**config.mk**
```make
export PLATFORM = sky130hd
export DESIGN_NAME = uart_axi_mc
export DESIGN_NICKNAME = d
export VERILOG_FILES = /design/src/rtl/uart_axi_mc.sv
export SDC_FILE = /design/constraint.sdc
export NUM_CORES = 2
export LEC_CHECK = 0
export CAP_MARGIN = 0
export CELL_PAD_IN_SITES_DETAIL_PLACEMENT = 0
export CELL_PAD_IN_SITES_GLOBAL_PLACEMENT = 2
export CORE_ASPECT_RATIO = 0.75
export CORE_MARGIN = 1
export CORE_UTILIZATION = 42
export CTS_BUF_LIST = sky130_fd_sc_hd__clkbuf_2 sky130_fd_sc_hd__clkbuf_4 sky130_fd_sc_hd__clkbuf_8
export DETAILED_ROUTE_END_ITERATION = 10
export GPL_TIMING_DRIVEN = 0
export PLACE_DENSITY = 0.82
export SETUP_SLACK_MARGIN = 0.2
export SLEW_MARGIN = 20
export SYNTH_ARGS = -nofsm -noshare
export SYNTH_HDL_FRONTEND = slang
export SYNTH_SLANG_ARGS = --single-unit
export TNS_END_PERCENT = 5
```
**constraint.sdc**
```tcl
create_clock -name s_axi_aclk -period 4 [get_ports s_axi_aclk]
set_input_delay 0.8 -clock s_axi_aclk [delete_from_list [all_inputs] [get_ports s_axi_aclk]]
set_output_delay 0.8 -clock s_axi_aclk [all_outputs]
set_load 0.01 [all_outputs]
```
**src/rtl/uart_axi_mc.sv**
```systemverilog
// Multi-channel UART behind an AXI4-Lite slave. Each channel has TX/RX FIFOs,
// a serializer/deserializer with per-frame baud divisor/parity, and sticky errors.

module uart_fifo #(
    parameter int DEPTH = 16
) (
    input  logic       i_clk,
    input  logic       i_rst_n,
    input  logic       i_push,
    input  logic       i_pop,
    input  logic [7:0] i_din,
    output logic [7:0] o_dout,
    output logic       o_full,
    output logic       o_empty
);
    localparam int AW = $clog2(DEPTH);
    logic [7:0]    r_mem [DEPTH];
    logic [AW-1:0] r_wp, r_rp;
    logic [AW:0]   r_cnt;
    logic          w_push, w_pop;

    assign o_full  = (r_cnt == (AW+1)'(DEPTH));
    assign o_empty = (r_cnt == '0);
    assign w_push  = i_push & ~o_full;
    assign w_pop   = i_pop & ~o_empty;
    assign o_dout  = r_mem[r_rp];

    always_ff @(posedge i_clk) if (w_push) r_mem[r_wp] <= i_din;

    always_ff @(posedge i_clk or negedge i_rst_n) begin
        if (!i_rst_n) begin
            r_wp <= '0; r_rp <= '0; r_cnt <= '0;
        end else begin
            if (w_push) r_wp <= r_wp + 1'b1;
            if (w_pop)  r_rp <= r_rp + 1'b1;
            r_cnt <= r_cnt + (AW+1)'(w_push) - (AW+1)'(w_pop);
        end
    end
endmodule

module uart_ch #(
    parameter int          FIFO_DEPTH       = 16,
    parameter logic [15:0] DEFAULT_BAUD_DIV = 16'd27
) (
    input  logic        i_clk,
    input  logic        i_rst_n,
    input  logic        i_wr,
    input  logic [1:0]  i_woff,
    input  logic [31:0] i_wdata,
    input  logic [3:0]  i_wstrb,
    input  logic        i_rd,
    input  logic [1:0]  i_roff,
    output logic [31:0] o_rdata,
    input  logic        i_rxd,
    output logic        o_txd,
    output logic        o_intr
);
    typedef enum logic [2:0] {S_IDLE, S_START, S_DATA, S_PAR, S_STOP} state_t;
    state_t      r_tst, w_tst_nx, r_rst, w_rst_nx;
    logic [19:0] r_ctrl;
    logic [3:0]  r_err;   // {TXOVF, PERR, FERR, RXOVR}
    logic [3:0]  w_clr;
    logic [15:0] w_div;
    logic        w_data_we, w_tx_full, w_tx_empty, w_tx_pop, w_rx_full, w_rx_empty;
    logic [7:0]  w_tx_dout, w_rx_dout;
    logic [15:0] r_tcnt, r_tdiv, r_rcnt, r_rdiv;
    logic [2:0]  r_tbit, r_rbit;
    logic [7:0]  r_tsh, r_rsh;
    logic        r_tpen, r_tpar, r_txd, r_s1, r_s2, r_s3, r_rpen, r_rpodd, r_rperr;
    logic        w_ttick, w_rtick, w_fall, w_rx_push, w_ferr, w_perr, w_ovr;
    logic        w_unused_ok;

    assign w_div      = (r_ctrl[15:0] < 16'd4) ? 16'd4 : r_ctrl[15:0];
    assign w_data_we  = i_wr & (i_woff == 2'd0) & i_wstrb[0];
    assign w_clr      = (i_wr && i_woff == 2'd1 && i_wstrb[0]) ? i_wdata[7:4] : 4'b0;
    assign w_ttick    = (r_tcnt == '0);
    assign w_rtick    = (r_rcnt == '0);
    assign w_fall     = r_s3 & ~r_s2;
    assign o_txd      = r_txd;
    assign o_intr     = (r_ctrl[19] & ~w_rx_empty) | (r_ctrl[18] & w_tx_empty) | (|r_err);
    assign w_unused_ok = ^{i_wdata[31:20], i_wstrb[3]};

    uart_fifo #(.DEPTH(FIFO_DEPTH)) u_txf (
        .i_clk(i_clk), .i_rst_n(i_rst_n), .i_push(w_data_we), .i_pop(w_tx_pop),
        .i_din(i_wdata[7:0]), .o_dout(w_tx_dout), .o_full(w_tx_full), .o_empty(w_tx_empty));
    uart_fifo #(.DEPTH(FIFO_DEPTH)) u_rxf (
        .i_clk(i_clk), .i_rst_n(i_rst_n), .i_push(w_rx_push), .i_pop(i_rd && i_roff == 2'd0),
        .i_din(r_rsh), .o_dout(w_rx_dout), .o_full(w_rx_full), .o_empty(w_rx_empty));

    always_comb begin
        o_rdata = '0;
        case (i_roff)
            2'd0:    if (!w_rx_empty) o_rdata[7:0] = w_rx_dout;
            2'd1:    o_rdata[7:0] = {r_err, w_rx_empty, w_rx_full, w_tx_empty, w_tx_full};
            2'd2:    o_rdata[19:0] = r_ctrl;
            default: o_rdata = '0;
        endcase
    end

    always_comb begin
        w_tst_nx = r_tst;
        w_tx_pop = 1'b0;
        case (r_tst)
            S_IDLE:  if (!w_tx_empty) begin w_tst_nx = S_START; w_tx_pop = 1'b1; end
            S_START: if (w_ttick) w_tst_nx = S_DATA;
            S_DATA:  if (w_ttick && r_tbit == 3'd7) w_tst_nx = r_tpen ? S_PAR : S_STOP;
            S_PAR:   if (w_ttick) w_tst_nx = S_STOP;
            S_STOP:  if (w_ttick) begin
                         w_tst_nx = w_tx_empty ? S_IDLE : S_START;
                         w_tx_pop = ~w_tx_empty;
                     end
            default: w_tst_nx = S_IDLE;
        endcase
    end

    always_comb begin
        w_rst_nx  = r_rst;
        w_rx_push = 1'b0; w_ferr = 1'b0; w_perr = 1'b0; w_ovr = 1'b0;
        case (r_rst)
            S_IDLE:  if (w_fall) w_rst_nx = S_START;
            S_START: if (w_rtick) w_rst_nx = r_s2 ? S_IDLE : S_DATA;
            S_DATA:  if (w_rtick && r_rbit == 3'd7) w_rst_nx = r_rpen ? S_PAR : S_STOP;
            S_PAR:   if (w_rtick) w_rst_nx = S_STOP;
            S_STOP:  if (w_rtick) begin
                         w_rst_nx = S_IDLE;
                         if (!r_s2)          w_ferr    = 1'b1;
                         else if (r_rperr)   w_perr    = 1'b1;
                         else if (w_rx_full) w_ovr     = 1'b1;
                         else                w_rx_push = 1'b1;
                     end
            default: w_rst_nx = S_IDLE;
        endcase
    end

    always_ff @(posedge i_clk or negedge i_rst_n) begin
        if (!i_rst_n) begin
            r_ctrl <= {4'b0, DEFAULT_BAUD_DIV};
            r_err  <= '0;
        end else begin
            if (i_wr && i_woff == 2'd2) begin
                if (i_wstrb[0]) r_ctrl[7:0]   <= i_wdata[7:0];
                if (i_wstrb[1]) r_ctrl[15:8]  <= i_wdata[15:8];
                if (i_wstrb[2]) r_ctrl[19:16] <= i_wdata[19:16];
            end
            // set beats a same-cycle write-1-to-clear
            r_err <= (r_err & ~w_clr) | {w_data_we & w_tx_full, w_perr, w_ferr, w_ovr};
        end
    end

    always_ff @(posedge i_clk or negedge i_rst_n) begin
        if (!i_rst_n) begin
            r_tst <= S_IDLE; r_tcnt <= '0; r_tdiv <= 16'd4; r_tbit <= '0; r_tsh <= '0;
            r_tpen <= 1'b0; r_tpar <= 1'b0; r_txd <= 1'b1;
        end else begin
            r_tst <= w_tst_nx;
            if (w_tx_pop) begin
                r_tsh  <= w_tx_dout; r_tdiv <= w_div; r_tcnt <= w_div - 16'd1; r_tbit <= '0;
                r_tpen <= r_ctrl[16]; r_tpar <= (^w_tx_dout) ^ r_ctrl[17];
            end else if (r_tst != S_IDLE) begin
                if (w_ttick) begin
                    r_tcnt <= r_tdiv - 16'd1;
                    if (r_tst == S_DATA) r_tbit <= r_tbit + 3'd1;
                end else r_tcnt <= r_tcnt - 16'd1;
            end
            case (r_tst)
                S_START: r_txd <= 1'b0;
                S_DATA:  r_txd <= r_tsh[r_tbit];
                S_PAR:   r_txd <= r_tpar;
                default: r_txd <= 1'b1;
            endcase
        end
    end

    always_ff @(posedge i_clk or negedge i_rst_n) begin
        if (!i_rst_n) begin
            r_rst <= S_IDLE; r_s1 <= 1'b1; r_s2 <= 1'b1; r_s3 <= 1'b1;
            r_rcnt <= '0; r_rdiv <= 16'd4; r_rbit <= '0; r_rsh <= '0;
            r_rpen <= 1'b0; r_rpodd <= 1'b0; r_rperr <= 1'b0;
        end else begin
            r_rst <= w_rst_nx;
            r_s1 <= i_rxd; r_s2 <= r_s1; r_s3 <= r_s2;
            if (r_rst == S_IDLE) begin
                if (w_fall) begin
                    r_rdiv <= w_div; r_rcnt <= (w_div >> 1) - 16'd1; r_rbit <= '0;
                    r_rpen <= r_ctrl[16]; r_rpodd <= r_ctrl[17]; r_rperr <= 1'b0;
                end
            end else if (w_rtick) begin
                r_rcnt <= r_rdiv - 16'd1;
                if (r_rst == S_DATA) begin r_rsh[r_rbit] <= r_s2; r_rbit <= r_rbit + 3'd1; end
                if (r_rst == S_PAR)  r_rperr <= (^r_rsh) ^ r_rpodd ^ r_s2;
            end else r_rcnt <= r_rcnt - 16'd1;
        end
    end
endmodule

module uart_axi_mc #(
    parameter int          NUM_CH           = 4,
    parameter int          FIFO_DEPTH       = 16,
    parameter logic [15:0] DEFAULT_BAUD_DIV = 16'd27
) (
    input  logic              s_axi_aclk,
    input  logic              s_axi_aresetn,
    input  logic [31:0]       s_axi_awaddr,
    input  logic [2:0]        s_axi_awprot,
    input  logic              s_axi_awvalid,
    output logic              s_axi_awready,
    input  logic [31:0]       s_axi_wdata,
    input  logic [3:0]        s_axi_wstrb,
    input  logic              s_axi_wvalid,
    output logic              s_axi_wready,
    output logic [1:0]        s_axi_bresp,
    output logic              s_axi_bvalid,
    input  logic              s_axi_bready,
    input  logic [31:0]       s_axi_araddr,
    input  logic [2:0]        s_axi_arprot,
    input  logic              s_axi_arvalid,
    output logic              s_axi_arready,
    output logic [31:0]       s_axi_rdata,
    output logic [1:0]        s_axi_rresp,
    output logic              s_axi_rvalid,
    input  logic              s_axi_rready,
    input  logic [NUM_CH-1:0] uart_rxd,
    output logic [NUM_CH-1:0] uart_txd,
    output logic [NUM_CH-1:0] intr
);
    localparam int CW = (NUM_CH > 1) ? $clog2(NUM_CH) : 1;
    logic                   w_wr_hs, w_rd_hs, w_wok, w_rok, w_unused_ok;
    logic [CW-1:0]          w_wch, w_rch;
    logic [NUM_CH-1:0]      w_wr_en, w_rd_en;
    logic [NUM_CH-1:0][31:0] w_rdata;
    logic [31:0]            w_rsel, r_rdata;
    logic                   r_bvalid, r_rvalid;
    logic [1:0]             r_bresp, r_rresp;

    assign w_wr_hs = s_axi_awvalid & s_axi_wvalid & ~r_bvalid;
    assign w_rd_hs = s_axi_arvalid & ~r_rvalid;
    assign w_wch   = s_axi_awaddr[4+CW-1:4];
    assign w_rch   = s_axi_araddr[4+CW-1:4];
    assign w_wok   = (32'(w_wch) < 32'(NUM_CH));
    assign w_rok   = (32'(w_rch) < 32'(NUM_CH));
    assign s_axi_awready = w_wr_hs;
    assign s_axi_wready  = w_wr_hs;
    assign s_axi_arready = w_rd_hs;
    assign s_axi_bvalid  = r_bvalid;
    assign s_axi_bresp   = r_bresp;
    assign s_axi_rvalid  = r_rvalid;
    assign s_axi_rresp   = r_rresp;
    assign s_axi_rdata   = r_rdata;
    assign w_unused_ok   = ^{s_axi_awprot, s_axi_arprot, s_axi_awaddr[31:4+CW], s_axi_awaddr[1:0],
                             s_axi_araddr[31:4+CW], s_axi_araddr[1:0]};

    for (genvar g = 0; g < NUM_CH; g++) begin : g_ch
        assign w_wr_en[g] = w_wr_hs & (w_wch == CW'(g));
        assign w_rd_en[g] = w_rd_hs & (w_rch == CW'(g));
        uart_ch #(.FIFO_DEPTH(FIFO_DEPTH), .DEFAULT_BAUD_DIV(DEFAULT_BAUD_DIV)) u_ch (
            .i_clk(s_axi_aclk), .i_rst_n(s_axi_aresetn),
            .i_wr(w_wr_en[g]), .i_woff(s_axi_awaddr[3:2]), .i_wdata(s_axi_wdata), .i_wstrb(s_axi_wstrb),
            .i_rd(w_rd_en[g]), .i_roff(s_axi_araddr[3:2]), .o_rdata(w_rdata[g]),
            .i_rxd(uart_rxd[g]), .o_txd(uart_txd[g]), .o_intr(intr[g]));
    end

    always_comb begin
        w_rsel = '0;
        for (int c = 0; c < NUM_CH; c++) if (w_rch == CW'(c)) w_rsel = w_rdata[c];
    end

    always_ff @(posedge s_axi_aclk or negedge s_axi_aresetn) begin
        if (!s_axi_aresetn) begin
            r_bvalid <= 1'b0; r_bresp <= 2'b00; r_rvalid <= 1'b0; r_rresp <= 2'b00; r_rdata <= '0;
        end else begin
            if (w_wr_hs) begin
                r_bvalid <= 1'b1; r_bresp <= w_wok ? 2'b00 : 2'b10;
            end else if (s_axi_bready) r_bvalid <= 1'b0;
            if (w_rd_hs) begin
                r_rvalid <= 1'b1; r_rresp <= w_rok ? 2'b00 : 2'b10; r_rdata <= w_rok ? w_rsel : '0;
            end else if (s_axi_rready) r_rvalid <= 1'b0;
        end
    end
endmodule

```
==> run_results.csv <==
group,metric,value,unit
status,status,"finished, final reports clean",
clocking,clock-sinks,1650,
setup_path,r2r-end,"g_ch[0].u_ch.r_tcnt[6]",
drt,vias,46300,
synth,avgSynthCellArea,14.1,µm²
setup_path,r2r_slack,180,ps
global_routing,grtUsageTotal,22.6,%
setup_path,rr_startpoint,"g_ch[0].u_ch.r_tcnt[3]",
clocking,cts_tree,"yes",
drt,vias_per_cell,5.68,
setup_path,crit_path_cell_trace,"nor4_4, and4b_1, clkbuf_2, a21o_1, buf_2, nand2_4, inv_4, clkbuf_4, clkbuf_8, nor2_1, a31oi_1, ha_1, clkbuf_4, inv_1, a21oi_2, a31oi_1, a211oi_1, nor2_1",
synth,netlist.top_cell.by_area,"edfxtp_1",
setup_path,startpoint_type,"flip-flop",
timing,fmax,262,MHz
placed_design,gp_congestion,0.907,
global_routing,overflow,0,
clocking,clock-root-buffer,"clkbuf_8",
global_routing,grt_pass1_wl,299000,µm
floorplan,die_x,485,µm
placed_design,dp_hpwl,138000,µm
timing,maxSlewViolCount,0,
hold_path,holdCritStartpoint,"s_axi_wdata[7]",
pwr,power.switching,17000,µW
pwr,power.total,51500,µW
timing,grt_setup_unrepaired,"true",
synth,ys_seq_area_share,63.3,%
synth,synth-compound-area-share,7.14,%
drt,drc_errors,0,
timing,worst-slew-pin-transition,1150,ps
synth,synthArstFlopShare,37.9,%
drt,totalWireLength,199000,µm
setup_path,worst_r2r_path_depth,18,
synth,synthSimpleGateAreaFrac,8.91,%
pwr,p_leak,0.0306,µW
floorplan,start_util,42.4,%
global_routing,grt_max_degree,87,
setup_path,slowest_stage,"dfrtp_1",
setup_path,arrival,4700,ps
pwr,seq_power_share,42.1,%
synth,synthFlopType,"edfxtp_1",
clocking,clk_latency,1030,ps
drt,drt_first_pass_iters,5,
pwr,max-vdd-ir-drop,0.294,mV
finish,fin_util,48.7,%
synth,synth.top_cell.area_share,41.9,%
setup_path,endpoint_kind,"flip-flop",
flow_run,max-cap-violations,0,
synth,synth_area_leaders,"edfxtp_1, dfrtp_1, mux4_2",
finish,fin_nets,5895,
global_routing,antenna_found_initial,17,
pwr,switching_share,33.1,%
placed_design,numPortBuffers,71,
synth,syn_area,73400,µm²
setup_path,crit_type,"reg2reg",
synth,synth_top_family_by_area,"multiplexers",
pwr,p_clk_share,29.4,%
floorplan,dieHeight,364,µm
floorplan,ioPinCount,166,
drt,first_iter_violations,4433,
clocking,cts_buffers,278,
timing,fin_setup_tns,0,ps
synth,yosysWarnings,0,
clocking,htree_num_levels,5,
synth,post_synth_num_cell_types,94,
drt,routedWlPerCell,24.5,µm
timing,hold_viol,0,
floorplan,core,173000,µm²
floorplan,die-area,176000,µm²
hold_path,min_delay_worst_endpoint,"g_ch[1].u_ch.u_txf.r_mem[5][7]",
synth,synth_xor_area_share,2.82,%
setup_path,worst_ep_required_time,4880,ps
finish,fin_cells,8148,
hold_path,hp-class,"in2reg",
hold_path,hold_depth,1,
pwr,internal-power,34500,µW
synth,syn_inst,5216,
timing,period_share,95.5,%
setup_path,critPathMaxFanout,10,
pwr,p_per_area,612,nW/µm²
clocking,clockBufferDepth,4,
synth,yosys.area_share.adder,2.13,%
timing,period_minus_slack,3820,ps
timing,skew,76.8,ps
synth,synth-edff-count,1024,
setup_path,critical-path-max-stage-delay,440,ps
floorplan,rows,132,
pwr,power_frac_comb,28.5,%
timing,setup_violations,0,
synth,synth.area.mux_share,13.3,%
timing,max-slew-margin-rel,22.0,%
placed_design,placed_cells,7632,
global_routing,grt_pass1_vias,45500,
clocking,path_clk_slew,60,ps
finish,syn2layout_area_growth,14.8,%
finish,layout-drive-gt1-share,22.4,%
drt,antenna_left,0,
synth,synth-seq-cells,1650,
Yosys cell counts (14+ instances only):
cell	instances
o21ai_0	239
buf_1	53
o21ai_1	15
mux2_2	183
xor2_1	59
nand4_1	39
and3_1	16
dfstp_2	40
mux4_2	316
nor3b_1	19
buf_4	25
clkbuf_1	184
nand3_1	90
nor2b_1	19
buf_2	31
a22oi_1	17
a21oi_1	207
nand2b_1	38
and2_1	21
nor2_1	315
a31oi_1	60
a221o_1	24
edfxtp_1	1024
a22o_1	22
a21o_1	35
or3_1	25
inv_1	135
a221oi_1	25
nand3b_1	14
nor4_1	40
o31ai_1	16
ha_1	112
xnor2_1	175
mux2i_1	55
o211ai_1	20
a311o_1	14
or4_1	20
dfrtp_1	586
nand2_1	569
nor3_1	122
logic make-up after synthesis:
family / Yosys count
other cells: 1
flops: 1650
buf+inv: 432
xor+xnor: 235
mux: 555
compound gates: 824
simple gates: 1399
fa+ha+maj: 120
stage by stage:
| stage | hold slack [ps] | setup WS, ps | cell area [µm²] |
|---|---|---|---|
| after global routing | 127 | 12.6 | 84200 |
| final | 198 | 180 | 84200 |
| after global placement | 346 | -28560 | 77000 |
| after floorplan | 345 | 206 | 73400 |
| after CTS | 103 | 4.73 | 84000 |
| after detailed placement | 347 | -1590 | 77900 |
critical path: cells and delay by family (launching register included):
kind | cells | cell delay, ps
AO/OA/AOI/OAI | 5 | 850
adder cells (fa/ha/maj) | 1 | 170
buffers and inverters | 7 | 1380
flip-flops | 1 | 440
AND/OR/NAND/NOR | 5 | 860
area by class of cell:
cell class / instances / area [µm²]
fill: 15100 / 88900
timing repair buffer: 147 / 1540
tap: 2278 / 2850
clock inverter: 88 / 596
buffer: 295 / 1410
antenna: 13 / 32.5
clock buffer: 391 / 4860
sequential: 1650 / 46500
inverter: 137 / 529
multi-input combinational: 3149 / 26000
power groups by stage:
stage                     Clock [µW]  Combinational, µW  Sequential (µW)
after global placement             0              14000            21900
after global routing           16200              16100            21900
final                          15200              14700            21700
after CTS                      15500              14500            21600
after detailed placement           0              14200            21900
after floorplan                    0              10400            21200
per-layer routing:
metal,up-vias,wire (µm),global-route usage [%]
met5,-,13,0
met4,2,5390,7.23
met1,23700,93400,34.5
met2,1648,86700,32.6
li1,20600,-,-
met3,345,13800,4.10
what timing repair did:
action	CTS	global route
gates resized for setup	129	80
pin swaps	14	9
setup endpoints to repair	758	118
setup buffers	14	7
hold endpoints to repair	81	0
hold buffers	2	0
state kept, by name, summed over array words and instances, names as in the netlist, 20 cells and up:
register               flops
g_ch.u_ch.r_ctrl          80
g_ch.u_ch.u_txf.r_cnt     20
g_ch.u_ch.u_rxf.r_cnt     20
g_ch.u_ch.r_tcnt          64
g_ch.u_ch.r_rdiv          64
g_ch.u_ch.r_tdiv          64
g_ch.u_ch.r_rsh           32
s_axi_rdata               20
g_ch.u_ch.r_rcnt          64
g_ch.u_ch.r_tsh           32
g_ch.u_ch.u_txf.r_mem    512
g_ch.u_ch.u_rxf.r_mem    512
worst max path at each step:
| stage | startpoint | endpoint | slack (ps) | cells past startpoint |
|---|---|---|---|---|
| after global routing | g_ch[0].u_ch.r_tcnt[13] | g_ch[0].u_ch.r_tcnt[6] | 10 | 18 |
| after CTS | g_ch[2].u_ch.u_rxf.r_cnt[2] | intr[2] | 5 | 6 |
| after global placement | s_axi_aresetn | g_ch[1].u_ch.u_txf.r_wp[1] | -28560 | 1 |
| after floorplan | g_ch[0].u_ch.r_tcnt[3] | g_ch[0].u_ch.r_tcnt[6] | 210 | 18 |
| after detailed placement | g_ch[0].u_ch.u_txf.r_cnt[2] | g_ch[0].u_ch.r_tcnt[4] | -1590 | 18 |
| final | g_ch[0].u_ch.r_tcnt[3] | g_ch[0].u_ch.r_tcnt[6] | 180 | 18 |
placed cells by master (no fill, tap or decap), types with 22 or more instances in the layout:
| master | netlist | routed |
|---|---|---|
| or3_1 | 25 | 25 |
| nor3_1 | 122 | 75 |
| mux2i_1 | 55 | 55 |
| nand3_1 | 90 | 88 |
| inv_1 | 135 | 130 |
| clkinv_1 | 0 | 47 |
| edfxtp_1 | 1024 | 1024 |
| a21oi_1 | 207 | 206 |
| dfrtp_1 | 586 | 585 |
| buf_1 | 53 | 39 |
| clkdlybuf4s50_1 | 0 | 58 |
| nand2_1 | 569 | 565 |
| nor2_1 | 315 | 306 |
| nor3_2 | 2 | 42 |
| o21ai_0 | 239 | 237 |
| clkbuf_1 | 184 | 150 |
| clkbuf_2 | 0 | 28 |
| a31oi_1 | 60 | 60 |
| xnor2_1 | 175 | 175 |
| a22o_1 | 22 | 22 |
| mux4_2 | 316 | 316 |
| ha_1 | 112 | 109 |
| nand4_1 | 39 | 39 |
| clkbuf_4 | 0 | 91 |
| a21o_1 | 35 | 35 |
| nand2b_1 | 38 | 38 |
| buf_2 | 31 | 45 |
| mux2_2 | 183 | 183 |
| clkinv_2 | 0 | 28 |
| dfstp_2 | 40 | 40 |
| xor2_1 | 59 | 59 |
| a221o_1 | 24 | 23 |
| clkbuf_8 | 0 | 309 |
| a221oi_1 | 25 | 24 |
| buf_4 | 25 | 80 |
No activity file was read; power rests on OpenSTA's default activity.
